### src/rtl/div_mod_seq.sv
// div_mod_seq: multi-cycle signed divider returning either the quotient or the
// remainder of a DIVIDEND_W-bit dividend by a DIVISOR_W-bit divisor.
// The core is a restoring shift-subtract divider that works on operand magnitudes.
// Signs are applied afterwards, with truncation toward zero.
// The quotient saturates to the signed RESULT_W range.
// Every operation takes DIVIDEND_W+2 cycles from the accepting edge to the result
// pulse, whatever the operand values are.

module div_mod_seq #(
   parameter  int DIVIDEND_W = 32,
   parameter  int DIVISOR_W  = 16,
   localparam int RESULT_W   = DIVISOR_W + 1
) (
   input  logic                        clk,
   input  logic                        reset,
   input  logic signed [DIVIDEND_W-1:0] dividend,
   input  logic signed [DIVISOR_W-1:0]  divisor,
   input  logic                        mode,
   input  logic                        valid_input,
   output logic                        busy,
   output logic                        valid_output,
   output logic signed [RESULT_W-1:0]   final_output,
   output logic                        div_by_zero,
   output logic                        overflow
);

   localparam int CNT_W = $clog2(DIVIDEND_W + 1);

   // Quotient magnitude limits, widened by one bit so that the comparison is safe
   // even when both operands have the same width.
   localparam logic [DIVIDEND_W:0] NEG_LIM = (DIVIDEND_W + 1)'(1) << DIVISOR_W;
   localparam logic [DIVIDEND_W:0] POS_LIM = NEG_LIM - (DIVIDEND_W + 1)'(1);

   localparam logic [RESULT_W-1:0] POS_SAT = {1'b0, {DIVISOR_W{1'b1}}};
   localparam logic [RESULT_W-1:0] NEG_SAT = {1'b1, {DIVISOR_W{1'b0}}};

   typedef enum logic [1:0] {
      IDLE,
      CALC,
      FIX,
      DONE
   } state_t;

   state_t                state_q, state_d;
   logic [CNT_W-1:0]      count_q, count_d;
   logic [DIVIDEND_W-1:0] quo_q, quo_d;
   logic [DIVISOR_W-1:0]  rem_q, rem_d;
   logic [DIVISOR_W-1:0]  dvs_q, dvs_d;
   logic                  neg_dvd_q, neg_dvd_d;
   logic                  neg_dvs_q, neg_dvs_d;
   logic                  mode_q, mode_d;
   logic [RESULT_W-1:0]   final_output_q, final_output_d;
   logic                  div_by_zero_q, div_by_zero_d;
   logic                  overflow_q, overflow_d;

   logic [DIVIDEND_W-1:0] dvd_raw;
   logic [DIVISOR_W-1:0]  dvs_raw;
   logic [DIVISOR_W:0]    trial;
   logic [DIVISOR_W:0]    trial_diff;
   logic [DIVIDEND_W:0]   q_ext;
   logic [RESULT_W-1:0]   q_small;
   logic [RESULT_W-1:0]   rem_ext;
   logic                  neg_q;

   assign dvd_raw = dividend;
   assign dvs_raw = divisor;

   // Datapath helpers: the trial subtraction for one restoring step, and the
   // widened quotient/remainder magnitudes that the sign fix-up uses.
   always_comb begin
      trial      = {rem_q, quo_q[DIVIDEND_W-1]};
      trial_diff = trial - {1'b0, dvs_q};
      q_ext      = {1'b0, quo_q};
      q_small    = q_ext[RESULT_W-1:0];
      rem_ext    = {1'b0, rem_q};
      neg_q      = neg_dvd_q ^ neg_dvs_q;
   end

   // Next-state and datapath control: accept in IDLE, iterate in CALC,
   // apply signs and flags in FIX, then announce the result from DONE.
   always_comb begin
      state_d        = state_q;
      count_d        = count_q;
      quo_d          = quo_q;
      rem_d          = rem_q;
      dvs_d          = dvs_q;
      neg_dvd_d      = neg_dvd_q;
      neg_dvs_d      = neg_dvs_q;
      mode_d         = mode_q;
      final_output_d = final_output_q;
      div_by_zero_d  = div_by_zero_q;
      overflow_d     = overflow_q;

      case (state_q)
         IDLE: begin
            if (valid_input) begin
               neg_dvd_d = dvd_raw[DIVIDEND_W-1];
               neg_dvs_d = dvs_raw[DIVISOR_W-1];
               quo_d     = dvd_raw[DIVIDEND_W-1] ? -dvd_raw : dvd_raw;
               dvs_d     = dvs_raw[DIVISOR_W-1] ? -dvs_raw : dvs_raw;
               mode_d    = mode;
               rem_d     = '0;
               count_d   = CNT_W'(DIVIDEND_W);
               state_d   = CALC;
            end
         end

         CALC: begin
            if (count_q != '0) begin
               if (trial >= {1'b0, dvs_q}) begin
                  rem_d = trial_diff[DIVISOR_W-1:0];
                  quo_d = {quo_q[DIVIDEND_W-2:0], 1'b1};
               end else begin
                  rem_d = trial[DIVISOR_W-1:0];
                  quo_d = {quo_q[DIVIDEND_W-2:0], 1'b0};
               end
               count_d = count_q - CNT_W'(1);
            end else begin
               state_d = FIX;
            end
         end

         FIX: begin
            state_d = DONE;
            if (dvs_q == '0) begin
               final_output_d = '0;
               div_by_zero_d  = 1'b1;
               overflow_d     = 1'b0;
            end else if (mode_q) begin
               final_output_d = neg_dvd_q ? -rem_ext : rem_ext;
               div_by_zero_d  = 1'b0;
               overflow_d     = 1'b0;
            end else if (!neg_q && (q_ext > POS_LIM)) begin
               final_output_d = POS_SAT;
               div_by_zero_d  = 1'b0;
               overflow_d     = 1'b1;
            end else if (neg_q && (q_ext > NEG_LIM)) begin
               final_output_d = NEG_SAT;
               div_by_zero_d  = 1'b0;
               overflow_d     = 1'b1;
            end else begin
               final_output_d = neg_q ? -q_small : q_small;
               div_by_zero_d  = 1'b0;
               overflow_d     = 1'b0;
            end
         end

         DONE: begin
            state_d = IDLE;
         end

         default: begin
            state_d = IDLE;
         end
      endcase
   end

   // State and datapath registers; reset aborts any operation in flight at once.
   always_ff @(posedge clk or posedge reset) begin
      if (reset) begin
         state_q        <= IDLE;
         count_q        <= '0;
         quo_q          <= '0;
         rem_q          <= '0;
         dvs_q          <= '0;
         neg_dvd_q      <= 1'b0;
         neg_dvs_q      <= 1'b0;
         mode_q         <= 1'b0;
         final_output_q <= '0;
         div_by_zero_q  <= 1'b0;
         overflow_q     <= 1'b0;
      end else begin
         state_q        <= state_d;
         count_q        <= count_d;
         quo_q          <= quo_d;
         rem_q          <= rem_d;
         dvs_q          <= dvs_d;
         neg_dvd_q      <= neg_dvd_d;
         neg_dvs_q      <= neg_dvs_d;
         mode_q         <= mode_d;
         final_output_q <= final_output_d;
         div_by_zero_q  <= div_by_zero_d;
         overflow_q     <= overflow_d;
      end
   end

   assign busy         = (state_q != IDLE);
   assign valid_output = (state_q == DONE);
   assign final_output = final_output_q;
   assign div_by_zero  = div_by_zero_q;
   assign overflow     = overflow_q;

endmodule
### config.mk
export PLATFORM = sky130hd
export DESIGN_NAME = div_mod_seq
export DESIGN_NICKNAME = d
export VERILOG_FILES = /design/src/rtl/div_mod_seq.sv
export SDC_FILE = /design/constraint.sdc
export NUM_CORES = 1
export LEC_CHECK = 0
export ABC_AREA = 1
export BUFFER_PORTS_ARGS = -buffer_cell sky130_fd_sc_hd__buf_2
export CORE_MARGIN = 2
export CORE_UTILIZATION = 40
export DETAILED_ROUTE_END_ITERATION = 16
export PLACE_DENSITY = 0.62
export SLEW_MARGIN = 10
export SYNTH_ARGS = -nofsm -noshare
export SYNTH_HDL_FRONTEND = slang
export SYNTH_SLANG_ARGS = --single-unit
### constraint.sdc
create_clock -name clk -period 4.78 [get_ports clk]
set_input_delay 0.717 -clock clk [delete_from_list [all_inputs] [get_ports clk]]
set_output_delay 0.717 -clock clk [all_outputs]
set_load 0.02 [all_outputs]
==> results of run 1 <==
-- worst paths after layout --
kind	startpoint	to	depth (start not counted)
worst max-delay path	state_q[0]	final_output[6]	8
worst min-delay path	reset	count_q[1]	2
worst max register to register	state_q[0]	final_output[6]	8
worst min register to register	final_output[9]	final_output[9]	2
max in group asynchronous	reset	final_output[10]	3
min in group clk	final_output[9]	final_output[9]	2
-- synthesized netlist by cell type (all sizes together) --
master,n
o21ai,69
clkbuf,22
clkinv,4
o211ai,9
nand4,18
o32ai,1
buf,16
nor2,146
nand2,416
o31ai,2
and2,2
nand3b,11
xnor2,10
ha,27
inv,157
nand3,138
a22oi,6
nor3,10
o21bai,1
xor2,24
a21oi,63
dfrtp,94
or2,3
fa,1
o221ai,3
o21a,1
o22ai,2
-- layout make-up --
type / instances / area share [%]
clock buffer: 10 / 2.64
timing repair buffer: 76 / 4.50
multi-input combinational: 963 / 54.1
tap: 265 / 3.82
inverter: 161 / 7.02
clock inverter: 6 / 0.793
sequential: 94 / 27.1
-- logic make-up after synthesis --
group | Yosys count | synth area share (%)
AOI/OAI and AO/OA | 157 | 11.1
xor gates and xnor gates | 34 | 4.03
adders and majority gates | 28 | 4.56
buffers and inverters | 199 | 10.2
DFF | 94 | 30.0
and+or+nand+nor | 744 | 40.2
-- registers in the layout, indices dropped and copies added, names as in the netlist --
name          cells
quo_q            32
final_output     17
dvs_q            16
rem_q            16
count_q           6
state_q           2
div_by_zero       1
mode_q            1
neg_dvd_q         1
neg_dvs_q         1
overflow          1
-- per-stage QoR --
stage,instances,worst slack (ps)
after floorplan,1256,1610
after global placement,1559,2130
after detailed placement,1559,2000
after CTS,1575,1960
after global routing,1575,1660
final,1575,1970
-- layer usage --
metal,GRT usage [%],routed length (µm),vias up
li1,-,-,4110
met1,32.3,11000,3639
met2,34.9,9890,144
met3,3.08,723,20
met4,4.44,261,0
met5,0,0,-
-- power breakdown --
part | internal [µW] | total [µW] | switching, µW | leakage [µW]
sequential | 1190 | 1580 | 388 | 0.00116
combinational | 1370 | 4030 | 2660 | 0.00329
clock | 410 | 737 | 327 | 0.000143
total | 2970 | 6350 | 3380 | 0.00459
==> flow_metrics.py, run 1 <==
metrics = {
    "final_layout": {
        "final_area_um2": 8680,
        "diodes": 0,
        "layout-drive-gt1-share_pct": 8.85,
        "post-route-util_pct": 44.9,
        "multi_input_area_um2": 4700,
        "seq_area_um2": 2350,
        "synthToLayoutAreaGrowth_pct": 10.6,
        "final_common_cell": "nand2_1",
        "layout_common_cells": "nand2_1 (411), inv_1 (153), nor2_1 (142)",
        "fillCellCount": 2137,
        "fin_nets": 1385,
    },
    "sta": {
        "fin_crit_sh_pct": 58.7,
        "finalMaxSlewViolations": 0,
        "rsz0062_at_grt": "false",
        "slew_headroom_pct": 40.2,
        "worst_slew_pin_slew_ps": 896,
        "whs_ps": 460,
        "skew_ps": 12.3,
        "final-hold-violation-count": 0,
        "fin_tns_setup_ps": 0,
        "fmax_ghz": 0.356,
        "finalSetupViolCount": 0,
        "min_period_ps": 2810,
    },
    "synth": {
        "yosys_warnings": 0,
        "ys_seq_area_share_pct": 30.0,
        "avgSynthCellArea_um2": 6.25,
        "syn_inst": 1256,
        "synth.largest_area_cell": "dfrtp_1",
        "synth_area_leaders": "dfrtp_1 (30%), nand2_1 (20%), nand3_1 (8.5%), inv_1 (7.4%), nor2_1 (6.8%)",
        "synth_area_um2": 7850,
        "synth_seq_cells": 94,
        "syn-num-nets": 1336,
        "synthDominantCellAreaShare_pct": 30.0,
        "synth.distinct_cells": 43,
    },
    "grt": {
        "grt_max_degree": 57,
        "globalRouteTotalUtil_pct": 22.1,
        "antenna_found_initial": 0,
        "overflow": 0,
        "grt_first_pass_wirelength_um": 36600,
        "grt_pass1_vias": 7331,
    },
    "placed_design": {
        "place_hpwl_um": 17100,
        "gp_congestion": 0.854,
        "placed_area_um2": 8380,
        "io_buffers": 72,
    },
    "worst_setup_path": {
        "cp_slowest_stage_delay_ps": 730,
        "reg2reg_slack_ps": 1970,
        "crit_path_end_kind": "flip-flop",
        "path_delay_family": "buffers and inverters",
        "worstPathMaxFanout": 19,
        "slowest_stage": "nor2_1",
        "critPathBufInv": 3,
        "worstSetupPathType": "reg -> reg",
        "start_kind": "flip-flop",
        "worstPathCellList": "inv_1, ha_1, clkinv_1, nor2_1, clkinv_1, a21oi_1, nand2_1, nand2_1",
        "cp.arrival_ps": 3100,
        "cp.required_ps": 5070,
    },
    "floorplanning": {
        "rows": 51,
        "die_x_um": 144,
        "dieArea_um2": 20800,
        "pin_count": 73,
        "core-area_um2": 19300,
        "die_h_um": 144,
        "initial_core_util_pct": 40.6,
    },
    "clocking": {
        "clk_latency_ps": 360,
        "htreeDepth": 3,
        "postCtsSetupBuffers": 0,
        "cts_resized": 0,
        "clkSlewWorstSetupHoldPaths_ps": 70,
        "cts-hold-fix-buffers": 0,
        "cts_inserted_buffers": 9,
        "cts_tree": "yes",
        "cts_buffer_depth": 2,
        "cts.sinks": 94,
        "ctsRootBufferMaster": "clkbuf_16",
    },
    "routing": {
        "drtPass1Iterations": 5,
        "drtAntennaViolNets": 0,
        "post_drt_wl_per_cell_um": 13.9,
        "drt_iter0_drc": 549,
        "wl_um": 21900,
        "drc": 0,
        "dr_total_vias": 7913,
        "via_per_inst": 5.02,
    },
    "min_path": {
        "hp-class": "in -> async",
    },
    "power": {
        "powerDensity_nw_per_um2": 731,
        "power.total_uw": 6350,
        "leakage_uw": 0.00459,
        "ir_drop_uv": 336,
    },
    "status": {
        "outcome": "completed",
    },
    "job": {
        "max_cap_violations": 0,
    },
}
Note: power is estimated with default switching activity, not from simulation.
==> inputs of run 2 (changes only) <==
==> constraint.sdc (replaced) <==
create_clock -name clk -period 2.7 [get_ports clk]
set_input_delay 0.405 -clock clk [delete_from_list [all_inputs] [get_ports clk]]
set_output_delay 0.405 -clock clk [all_outputs]
set_load 0.02 [all_outputs]
==> flow_metrics.py, run 2 (synthesis gave the netlist of run 1 again) <==
metrics = {
    "routing": {
        "drtPass1Iterations": 5,
        "drt_iter0_drc": 580,
        "drtAntennaViolNets": 0,
        "via_per_inst": 5.02,
        "dr_total_vias": 7954,
        "drc": 0,
        "wl_um": 22500,
        "post_drt_wl_per_cell_um": 14.2,
    },
    "grt": {
        "grt_max_degree": 95,
        "globalRouteTotalUtil_pct": 22.5,
        "grt_first_pass_wirelength_um": 37000,
        "grt_pass1_vias": 7319,
        "overflow": 0,
        "antenna_found_initial": 0,
    },
    "final_layout": {
        "diodes": 0,
        "fillCellCount": 2101,
        "final_area_um2": 8790,
        "top_register": "quo_q",
        "seq_area_um2": 2350,
        "layout_common_cells": "nand2_1 (411), inv_1 (153), nor2_1 (142)",
        "final_common_cell": "nand2_1",
        "post-route-util_pct": 45.5,
        "fin_nets": 1395,
        "multi_input_area_um2": 4700,
        "layout-drive-gt1-share_pct": 9.62,
        "synthToLayoutAreaGrowth_pct": 12.1,
        "largest_reg_flops": 32,
    },
    "worst_setup_path": {
        "cp_slowest_stage_delay_ps": 460,
        "critPathBufInv": 1,
        "r2r_end": "rem_q[15]",
        "path_delay_family": "simple AND/OR/NAND/NOR gates",
        "slowest_stage": "dfrtp_1",
        "crit_start": "rem_q[10]",
        "critPathMostFrequentCell": "nand2_1",
        "worstPathCellList": "ha_1, nand2_2, inv_1, nand2_1, nand3_1, nand2_1, nand2_1, nor2_4, nand2_4, nand2_1, nand3_1, nand2_1",
        "worstPathMaxFanout": 17,
        "endpoint": "rem_q[15]",
        "worstSetupPathDepth": 12,
        "ff2ff_path_depth": 12,
        "r2r-start": "rem_q[10]",
        "worstSetupPathType": "reg -> reg",
        "reg2reg_slack_ps": 450,
        "start_kind": "flip-flop",
        "cp.arrival_ps": 2550,
        "crit_path_end_kind": "flip-flop",
        "cp.required_ps": 3000,
    },
    "clocking": {
        "cts_inserted_buffers": 9,
        "cts_resized": 0,
        "clk_latency_ps": 360,
        "cts.sinks": 94,
        "ctsRootBufferMaster": "clkbuf_16",
        "cts_tree": "yes",
        "cts-hold-fix-buffers": 0,
        "clkSlewWorstSetupHoldPaths_ps": 70,
        "cts_buffer_depth": 2,
        "htreeDepth": 3,
        "postCtsSetupBuffers": 0,
    },
    "power": {
        "ir_drop_uv": 839,
        "powerDensity_nw_per_um2": 1310,
        "power.total_uw": 11500,
        "leakage_uw": 0.00466,
    },
    "sta": {
        "slew_headroom_pct": 61.1,
        "skew_ps": 12.4,
        "min_period_ps": 2250,
        "worst_slew_pin_slew_ps": 580,
        "fin_tns_setup_ps": 0,
        "finalSetupViolCount": 0,
        "fin_crit_sh_pct": 83.4,
        "final-hold-violation-count": 0,
        "fmax_ghz": 0.444,
        "timing.final.ws_setup_ps": 447,
        "finalMaxSlewViolations": 0,
        "rsz0062_at_grt": "false",
    },
    "floorplanning": {
        "die_x_um": 144,
        "dieArea_um2": 20800,
        "pin_count": 73,
        "rows": 51,
        "die_h_um": 144,
        "initial_core_util_pct": 40.6,
        "core-area_um2": 19300,
    },
    "min_path": {
        "hp-class": "in -> async",
    },
    "placed_design": {
        "place_hpwl_um": 17500,
        "place_ws_ps": 479,
        "placed_area_um2": 8480,
        "gp_congestion": 0.914,
        "io_buffers": 72,
    },
    "status": {
        "outcome": "completed",
    },
    "job": {
        "max_cap_violations": 0,
    },
}
## run 2: cell types whose count changed in the layout (fill, tap and decap cells not counted), sizes merged
| cell | change |
|---|---|
| inv | +2 |
| buf | +10 |
| clkbuf | -1 |
| clkinv | -1 |
## run 2: power by group
| part | switching [µW] | leakage (µW) | internal, µW |
|---|---|---|---|
| registers | 583 | 0.00116 | 2110 |
| logic | 4940 | 0.00335 | 2530 |
| clock network | 635 | 0.000155 | 744 |
## run 2: worst reg2reg max path, stage by stage, from the launching register on
cell and delay [ps]:
dfrtp_1 460, ha_1 400, nand2_2 120, inv_1 40, nand2_1 60, nand3_1 80, nand2_1 70, nand2_1 80
nor2_4 380, nand2_4 230, nand2_1 130, nand3_1 70, nand2_1 80
## run 2: stage by stage
stage          cells  hold slack, ps
3_3_place_gp    1569             462
5_1_grt         1585             244
6_report        1585             167
4_1_cts         1585             219
3_5_place_dp    1569             463
2_1_floorplan   1256             449
## run 2: per-layer routing
layer	global-route usage (%)	part of all wire, %	vias to the layer above
met1	33.5	50	3625
met2	34.3	44	165
met3	2.85	4.0	26
li1	-	-	4138
met5	0	0	-
met4	5.68	1.6	0
## run 2: final cells by class
cell class / count / area share, %
Sequential cell: 94 / 26.7
Timing Repair Buffer: 86 / 5.58
Tap cell: 265 / 3.77
Multi-Input combinational cell: 963 / 53.4
Inverter: 161 / 6.94
Clock buffer: 9 / 2.56
Clock inverter: 7 / 0.996
## run 2: worst min path at each step
stage | startpoint | cells after the start | slack (ps) | endpoint
2_1_floorplan | dvs_q[14] | 2 | 450 | dvs_q[14]
3_3_place_gp | final_output[9] | 2 | 460 | final_output[9]
3_5_place_dp | final_output[15] | 2 | 460 | final_output[15]
4_1_cts | reset | 3 | 220 | final_output[11]
5_1_grt | reset | 3 | 240 | final_output[11]
6_report | reset | 3 | 170 | final_output[11]
